--- src/rtl/trend_pred_pkg.sv ---
// Shared constants for the trend predictor table: init entry, step sizes,
// indexing mode encodings and clear-sweep FSM states.
package trend_pred_pkg;

    localparam int          INIT_CNT   = -1;
    localparam logic        INIT_TREND = 1'b0;

    localparam int unsigned STEP_AGREE    = 2;
    localparam int unsigned STEP_DISAGREE = 1;

    localparam int unsigned MODE_BIMODAL = 0;
    localparam int unsigned MODE_GSHARE  = 1;

    typedef enum logic {
        ST_IDLE  = 1'b0,
        ST_CLEAR = 1'b1
    } state_e;

endpackage

--- src/rtl/trend_step_unit.sv ---
// Combinational trend-counter step: accelerated step when the outcome repeats
// the stored trend, result saturated to the signed counter range.
module trend_step_unit
    import trend_pred_pkg::*;
#(
    parameter int unsigned CNT_W = 3
) (
    input  logic [CNT_W-1:0] cnt_i,
    input  logic             trend_i,
    input  logic             taken_i,
    output logic [CNT_W-1:0] cnt_o,
    output logic             trend_o
);

    localparam int unsigned EXT_W = CNT_W + 1;
    localparam logic signed [EXT_W-1:0] CNT_MAX = EXT_W'((2 ** (CNT_W - 1)) - 1);
    localparam logic signed [EXT_W-1:0] CNT_MIN = EXT_W'(-(2 ** (CNT_W - 1)));

    logic signed [EXT_W-1:0] ext_s;
    logic signed [EXT_W-1:0] step_s;
    logic signed [EXT_W-1:0] sum_s;

    // One extra bit of headroom so the raw sum can never wrap before clamping
    always_comb begin
        ext_s  = {cnt_i[CNT_W-1], cnt_i};
        step_s = (taken_i == trend_i) ? EXT_W'(STEP_AGREE) : EXT_W'(STEP_DISAGREE);
        sum_s  = taken_i ? (ext_s + step_s) : (ext_s - step_s);
        if (sum_s > CNT_MAX) begin
            cnt_o = CNT_MAX[CNT_W-1:0];
        end else if (sum_s < CNT_MIN) begin
            cnt_o = CNT_MIN[CNT_W-1:0];
        end else begin
            cnt_o = sum_s[CNT_W-1:0];
        end
        trend_o = taken_i;
    end

endmodule

--- src/rtl/trend_predictor_table.sv ---
// Trend-counter branch direction table with bimodal/gshare indexing,
// same-edge update bypass and a DEPTH-cycle clear sweep.
module trend_predictor_table
    import trend_pred_pkg::*;
#(
    parameter int unsigned XLEN   = 32,
    parameter int unsigned IDX_W  = 6,
    parameter int unsigned CNT_W  = 3,
    parameter int unsigned CONF_T = 2,
    parameter int unsigned HIST_W = 6,
    parameter int unsigned MODE   = 1
) (
    input  logic             clk,
    input  logic             rst_n,
    input  logic             pred_valid,
    input  logic [XLEN-1:0]  pred_pc,
    output logic             pred_out_valid,
    output logic             pred_taken,
    output logic             pred_confident,
    output logic             pred_trend,
    output logic [IDX_W-1:0] pred_index,
    input  logic             upd_valid,
    input  logic [IDX_W-1:0] upd_index,
    input  logic             upd_taken,
    input  logic             clear_req,
    output logic             ready
);

    localparam int unsigned DEPTH = 2 ** IDX_W;
    localparam logic signed [CNT_W-1:0] CONF_HI = CNT_W'(CONF_T);
    localparam logic signed [CNT_W-1:0] CONF_LO = CNT_W'(-int'(CONF_T) - 1);

    state_e            state_q, state_d;
    logic [IDX_W-1:0]  ptr_q, ptr_d;
    logic [HIST_W-1:0] ghr_q, ghr_d;
    logic [CNT_W-1:0]  cnt_q   [DEPTH];
    logic [CNT_W-1:0]  cnt_d   [DEPTH];
    logic              trend_q [DEPTH];
    logic              trend_d [DEPTH];

    logic              pred_out_valid_q, pred_out_valid_d;
    logic              pred_taken_q, pred_taken_d;
    logic              pred_confident_q, pred_confident_d;
    logic              pred_trend_q, pred_trend_d;
    logic [IDX_W-1:0]  pred_index_q, pred_index_d;
    logic              ready_q, ready_d;

    logic                    upd_en;
    logic [IDX_W-1:0]        pred_idx;
    logic [CNT_W-1:0]        new_cnt;
    logic                    new_trend;
    logic signed [CNT_W-1:0] rd_cnt_s;
    logic                    rd_trend;
    logic                    unused_pc;

    assign unused_pc = ^{pred_pc[XLEN-1:IDX_W+2], pred_pc[1:0]};

    trend_step_unit #(
        .CNT_W (CNT_W)
    ) u_step (
        .cnt_i   (cnt_q[upd_index]),
        .trend_i (trend_q[upd_index]),
        .taken_i (upd_taken),
        .cnt_o   (new_cnt),
        .trend_o (new_trend)
    );

    // Index uses the pre-shift history; a same-edge update to that entry is bypassed
    always_comb begin
        upd_en   = upd_valid && (state_q == ST_IDLE);
        pred_idx = pred_pc[IDX_W+1:2]
                 ^ ((MODE == MODE_GSHARE) ? IDX_W'(ghr_q) : IDX_W'(0));
        rd_cnt_s = cnt_q[pred_idx];
        rd_trend = trend_q[pred_idx];
        if (upd_en && (upd_index == pred_idx)) begin
            rd_cnt_s = new_cnt;
            rd_trend = new_trend;
        end
    end

    always_comb begin
        state_d          = state_q;
        ptr_d            = ptr_q;
        ghr_d            = ghr_q;
        cnt_d            = cnt_q;
        trend_d          = trend_q;
        pred_out_valid_d = 1'b0;
        pred_taken_d     = pred_taken_q;
        pred_confident_d = pred_confident_q;
        pred_trend_d     = pred_trend_q;
        pred_index_d     = pred_index_q;

        if (upd_en) begin
            cnt_d[upd_index]   = new_cnt;
            trend_d[upd_index] = new_trend;
            ghr_d              = HIST_W'({ghr_q, upd_taken});
        end

        case (state_q)
            ST_IDLE: begin
                if (clear_req) begin
                    state_d = ST_CLEAR;
                    ptr_d   = '0;
                    ghr_d   = '0;
                end
            end
            ST_CLEAR: begin
                cnt_d[ptr_q]   = CNT_W'(INIT_CNT);
                trend_d[ptr_q] = INIT_TREND;
                if (ptr_q == IDX_W'(DEPTH - 1)) begin
                    state_d = ST_IDLE;
                end else begin
                    ptr_d = ptr_q + IDX_W'(1);
                end
            end
            default: state_d = ST_IDLE;
        endcase

        if (pred_valid) begin
            pred_out_valid_d = 1'b1;
            pred_index_d     = pred_idx;
            if (state_q == ST_CLEAR) begin
                pred_taken_d     = 1'b0;
                pred_confident_d = 1'b0;
                pred_trend_d     = 1'b0;
            end else begin
                pred_taken_d     = (rd_cnt_s >= 0);
                pred_confident_d = (rd_cnt_s >= CONF_HI) || (rd_cnt_s <= CONF_LO);
                pred_trend_d     = rd_trend;
            end
        end

        ready_d = (state_d == ST_IDLE);
    end

    always_ff @(posedge clk or negedge rst_n) begin
        if (!rst_n) begin
            state_q          <= ST_IDLE;
            ptr_q            <= '0;
            ghr_q            <= '0;
            pred_out_valid_q <= 1'b0;
            pred_taken_q     <= 1'b0;
            pred_confident_q <= 1'b0;
            pred_trend_q     <= 1'b0;
            pred_index_q     <= '0;
            ready_q          <= 1'b1;
            for (int i = 0; i < int'(DEPTH); i++) begin
                cnt_q[i]   <= CNT_W'(INIT_CNT);
                trend_q[i] <= INIT_TREND;
            end
        end else begin
            state_q          <= state_d;
            ptr_q            <= ptr_d;
            ghr_q            <= ghr_d;
            pred_out_valid_q <= pred_out_valid_d;
            pred_taken_q     <= pred_taken_d;
            pred_confident_q <= pred_confident_d;
            pred_trend_q     <= pred_trend_d;
            pred_index_q     <= pred_index_d;
            ready_q          <= ready_d;
            for (int i = 0; i < int'(DEPTH); i++) begin
                cnt_q[i]   <= cnt_d[i];
                trend_q[i] <= trend_d[i];
            end
        end
    end

    assign pred_out_valid = pred_out_valid_q;
    assign pred_taken     = pred_taken_q;
    assign pred_confident = pred_confident_q;
    assign pred_trend     = pred_trend_q;
    assign pred_index     = pred_index_q;
    assign ready          = ready_q;

endmodule

--- config.mk ---
export PLATFORM = sky130hd
export DESIGN_NAME = trend_predictor_table
export DESIGN_NICKNAME = d
export VERILOG_FILES = /design/src/rtl/trend_pred_pkg.sv /design/src/rtl/trend_step_unit.sv /design/src/rtl/trend_predictor_table.sv
export SDC_FILE = /design/constraint.sdc
export NUM_CORES = 1
export LEC_CHECK = 0
export ABC_AREA = 1
export ABC_CLOCK_PERIOD_IN_PS = 3000
export CAP_MARGIN = 20
export CORE_AREA = 2 2 202 204
export CTS_CLUSTER_DIAMETER = 80
export CTS_CLUSTER_SIZE = 14
export DETAILED_ROUTE_END_ITERATION = 10
export DIE_AREA = 0 0 204 206
export DONT_BUFFER_PORTS = 1
export GPL_TIMING_DRIVEN = 0
export PLACE_DENSITY = 0.6
export SYNTH_ARGS = -nofsm -noshare
export SYNTH_HDL_FRONTEND = slang
export SYNTH_SLANG_ARGS = --single-unit
--- constraint.sdc ---
create_clock -name clk -period 3 [get_ports clk]
set_input_delay 0.3 -clock clk [delete_from_list [all_inputs] [get_ports clk]]
set_output_delay 0.3 -clock clk [all_outputs]
set_load 0.02 [all_outputs]
======== Yosys cells after proc, flatten, opt, wreduce, memory -nomap -nowiden ========
Cells that the tools add are included.
word-level totals
  bits in registers ....................... 280
  input bits .............................. 44
  word-level logic and storage cells ...... 215
operators by class
  add/sub/neg operators ................... 3
  $lt $le $gt $ge ......................... 10
  equality and inequality tests ........... 5
  mux-type cells .......................... 45
  bitwise logic cells ..................... 9
  reductions and logical operators ........ 6
operators with widths
  operator                                                                         number
  192-bit two-way mux                                                              2
  192-bit bitwise mux                                                              1
  192-bit bitwise OR                                                               1
  64-bit two-way mux                                                               2
  64-bit bitwise AND                                                               1
  64-bit bitwise mux                                                               1
  64-bit NOT                                                                       1
  3-bit binary-select mux with 6-bit select                                        2
  3-bit demux with 6-bit select                                                    2
  6-bit two-way mux                                                                5
  3-bit two-way mux                                                                9
  7-bit greater-or-equal comparator, second input constant                         3
  6-bit NOT with 7-bit output                                                      3
  7-bit by 1-bit < comparator with 1-bit output, second input constant             2
  1-bit two-way mux                                                                13
  1-bit binary-select mux with 6-bit select                                        2
  1-bit demux with 6-bit select                                                    2
  6-bit case mux with 2 select lines                                               1
  6-bit by 1-bit adder with 6-bit output, second input constant                    1
  6-bit equality test                                                              1
  6-bit equality test, second input constant                                       1
  6-bit bitwise XOR                                                                1
  3-bit by 3-bit adder with 4-bit output                                           1
  4-bit by 3-bit greater-than comparator with 1-bit output, second input constant  1
  other kinds (14)                                                                 19

======== Depth between registers and ports, before layout ========
  depth in word-level cells ............... 15
  depth in mapped cells ................... 27
  depth with buffers taken out ............ 25

======== By module ========
A second synthesis with hierarchy kept.
unflattened totals
  cell total of the unflattened synthesis .. 2081
  area, all modules ....................... 15937.8 µm²
by module, submodules not included
  module                 times used  cells an instance  area each (µm²)  sequential area each (µm²)
  trend_predictor_table  1           2058               15786.4          7248.2
  trend_step_unit        1           23                 151.4            0.0

======== Worst setup path before layout ========
No wires, ideal clock.
  path type ............................... input to register
  start point ............................. input port upd_index[0]
  end point ............................... register cnt_q[184] (netlist name)
  library setup time ...................... 0.079 ns
  arrival time ............................ 3.366 ns
  data required time ...................... 2.921 ns
  setup slack ............................. -0.445 ns
  stages on the path ...................... 21
  buffers on the path ..................... 4
  cell sequence ........................... buf_2 -> nor3_4 -> inv_2 -> clkbuf_1 -> o22ai_1 -> a221oi_1 -> nand4_1 -> nand2_1 -> nand4_1 -> nor2_1 -> ha_1 -> inv_1 -> ha_1 -> fa_1 -> xor2_1 -> nand2_1 -> a21oi_1 -> inv_1 -> buf_2 -> clkbuf_1 -> o21ai_0
RTL lines
  what                            RTL line                      RTL
  start: declaration              trend_predictor_table.sv:23   input logic [IDX_W-1:0] upd_index,
  end signal: indexed assignment  trend_predictor_table.sv:148  cnt_q[i] <= CNT_W'(INIT_CNT);
  end signal: indexed assignment  trend_predictor_table.sv:162  cnt_q[i] <= cnt_d[i];
  end: declaration                trend_predictor_table.sv:36   logic [CNT_W-1:0] cnt_q [DEPTH];

==> metrics.md <==
| Metric | Value |
|---|---|
| Initial DRC count | roughly 2,900 |
| Share of layout cells above drive strength 1 | 31.1% |
| M2 GR Usage | 57.6% |
| # fillers | 3,933 |
| Vias per cell | about 6.6 |
| Mapped cell area | 0.0158 sq mm |
| Final instance area | roughly 0.02 sq mm |
| Critical R2R Launch | cnt_q[99] |
| Synth cell count leaders | 378 x nand2_1, 263 x a21oi_1, 213 x inv_1 |
| Crit. End Element | flop |
| CTS tree | yes |
| Pwr Density | approximately 1200 mW/mm^2 |
| TritonCTS Buffers | 25 |
| Largest net degree at the start of global routing | between 200 and 300 |
| Vias in the first global route | between 15,000 and 20,000 |
| Worst EP required | roughly 3.5 ns |
| Final Setup Violations | 192 |
| Async SR Flop Fraction | 100% |
| Top post-synthesis cells by area | dfstp_2 32%, dfrtp_1 14%, nand2_1 9.0%, a21oi_1 8.4%, nand3_1 5.8% |
| Status | finished, violations left |
| CP arrival | about 4.1 ns |
| H-tree depth | 1 |
| CP max FO | 5 |
| Post-synth top area share | 32.2% |
| Cts hold-fix bufs | 2 |
| IO Pins | 55 |
| Area growth syn-to-layout | 26.9% |
| Die Wd | roughly 200 um |
| Final Util | around half |
| Slew Limit Fails | 0 |
| Clk slew on worst S/H paths | roughly 0.080 ns |
| Die Ht | 206 um |
| Post-synth EDFFs | 0 |
| DRT antenna net count | 0 |
| Syn Inst Count | 2,060 |
| CTS root buffer | clkbuf_16 |
| Most used DFF post-synth | dfstp_2 |
| Fin crit period | approximately 3.6 ns |
| Slew headroom | about 16% |
| Area after DPL | approximately 0.017 sq mm |
| Reg2reg path depth | 15 |
| M1 GR Usage | approximately 50% |
| Inserted Diodes | 0 |
| Avg Inst Size Synth | 7.65 sq um |
| Hold Fails Final Rpt | approximately 220 |
| Grt total ovfl | 0 |
| # port buffers | 0 |
| Placed insts | 2,594 |
| Clock Sink Count | between 200 and 300 |
| Leak Pwr | slightly above 8 nW |
| Synth area leader | dfstp_2 |
| Worst-margin pin slew | 1.25 ns |
| Worst Skew | about 0.019 ns |
| Fin Setup TNS | -71.62 ns |
| Count of max-cap constraint violations | 0 |
| Setup crit start kind | flop |
| Post-DP HPWL | approximately 55 mm |
| Worst setup margin | -0.567 ns |
| Min Hold Slack | -0.554 ns |
| Final Power | between 20 and 25 mW |
| WL per Instance | about 32 um |
| R2r setup slk | -0.57 ns |
| CORE AREA | ~0.04 sq mm |
| Crit path kind | reg2reg |
| Pre-antenna DRT Iters | 7 |
| Peak supply drop | 564 uV |
| Worst skew pair latency | 0.58 ns |
| Min-Delay Path Class | in2async |
| Nets | 2,223 |
| Initial antenna violation count | 1 |
| # rows | between 70 and 80 |
| Netlist cell types | 45 |
| Synthesized Nets | around 2,100 |
| Routing usage on met3 | ~14% |
| Initial core utilization | about two fifths |
| Global-route wire length before repair | roughly 120 mm |
| RSZ-0062 raised after global routing | yes |
| Routed vias | 17,800 |
| Sequential share of the synthesized area | a little under half |
| Routed WL | roughly 86 mm |
| Setup Slack @ Placement | -3.00 ns |
| Non-filler cells, final | 2,723 |
| Yosys reg bits | 280 |
| Yosys Warn Count | 0 |
| Failing checks | negative hold slack, negative setup slack |
| Busiest grt layer | met2 |
| Most frequent cell after synthesis | nand2_1 |
| Die area | between 0.04 and 0.05 sq mm |
| # DRC | 0 |
| Final GP Congestion | about 1.1 |
| Longest Clk Path Bufs | 3 |
| GRT Overall Usage | between 40% and 50% |
| Max Clk Rate | between 200 and 300 MHz |
| R2R Path End | cnt_q[132] |
| Fin crit share | 119% |
==> registers in the layout, indices dropped and copies added (netlist names) <==
register and cells:
trend_q 64, pred_out_valid 1, pred_confident 1, pred_taken 1, ghr_q 6, cnt_q 192
pred_trend 1, ready 1, pred_index 6, state_q 1, ptr_q 6
==> what timing repair did <==
action                                 4_1_cts  5_1_grt
resized for setup                          278      229
endpoints found under the hold margin      285      280
setup endpoints to repair                  194      191
gates cloned                                11        5
setup buffers                               43       25
pin swaps                                   38       39
==> logic make-up after synthesis <==
group / share of synthesized area (%)
xor+xnor: 0.437
buf+inv: 8.53
flops: 46.0
compound gates: 23.2
fa+ha+maj: 0.524
simple gates: 21.3
==> how the worst max path moves through the flow <==
stage | start | endpoint | slack [ns]
2_1_floorplan | upd_index[1] | cnt_q[25] | -0.10
3_3_place_gp | upd_index[2] | cnt_q[57] | -3.03
3_5_place_dp | upd_index[2] | cnt_q[177] | -3.00
4_1_cts | upd_index[0] | cnt_q[172] | -0.32
5_1_grt | upd_index[1] | cnt_q[76] | -0.51
6_report | cnt_q[99] | cnt_q[132] | -0.57
==> where the power goes <==
| part | internal (mW) | switching (mW) | leakage (nW) | total, mW |
|---|---|---|---|---|
| Clock | 1.65 | 1.58 | 0.354 | 3.24 |
| Combinational | 4.71 | 8.46 | 4.54 | 13.2 |
| Sequential | 5.92 | 1.27 | 3.19 | 7.19 |
| Total | 12.3 | 11.3 | 8.09 | 23.6 |
==> layout make-up <==
class	instances	area, sq um	area share (%)
clock inverter	5	62.6	0.313
tap	532	666	3.33
multi-input combinational	1441	8310	41.6
inverter	237	932	4.66
clock buffer	40	682	3.41
timing repair buffer	87	1110	5.53
buffer	101	975	4.88
sequential	280	7250	36.3
==> critical path, stage by stage (launching register included) <==
cell       delay [ns]
dfstp_2          0.54
o22ai_1          0.13
o41ai_4          0.56
nand4_1          0.39
nor2_4           0.28
ha_4             0.17
fa_2             0.25
xor2_4           0.23
nand2_2          0.11
buf_6            0.15
nand2_8          0.09
buf_12           0.13
buf_16           0.13
clkbuf_16        0.20
nand2_2          0.05
nand2_1          0.09
==> metal layers <==
metal / part of all wire (%) / vias to the layer above
li1: - / 7329
met1: 36 / 8528
met2: 40 / 1484
met3: 14 / 500
met4: 9.6 / 2
met5: 0.021 / -
==> placed cells by master (no fill, tap or decap), drive strengths merged, types with 2 or more instances in the layout <==
cell / instances
a211oi: 3
a21oi: 263
a221oi: 5
a22o: 3
a22oi: 8
buf: 126
clkbuf: 100
clkinv: 5
clkinvlp: 7
dfrtp: 87
dfstp: 193
dlygate4sd3: 2
ha: 5
inv: 229
nand2: 383
nand3: 190
nand4: 9
nor2: 169
nor3: 24
o2111ai: 7
o211ai: 24
o21ai: 160
o221ai: 4
o22a: 2
o22ai: 140
o2bb2ai: 2
o31ai: 2
o41ai: 18
or2: 9
xor2: 6
No activity file was read; power rests on OpenSTA's default activity.
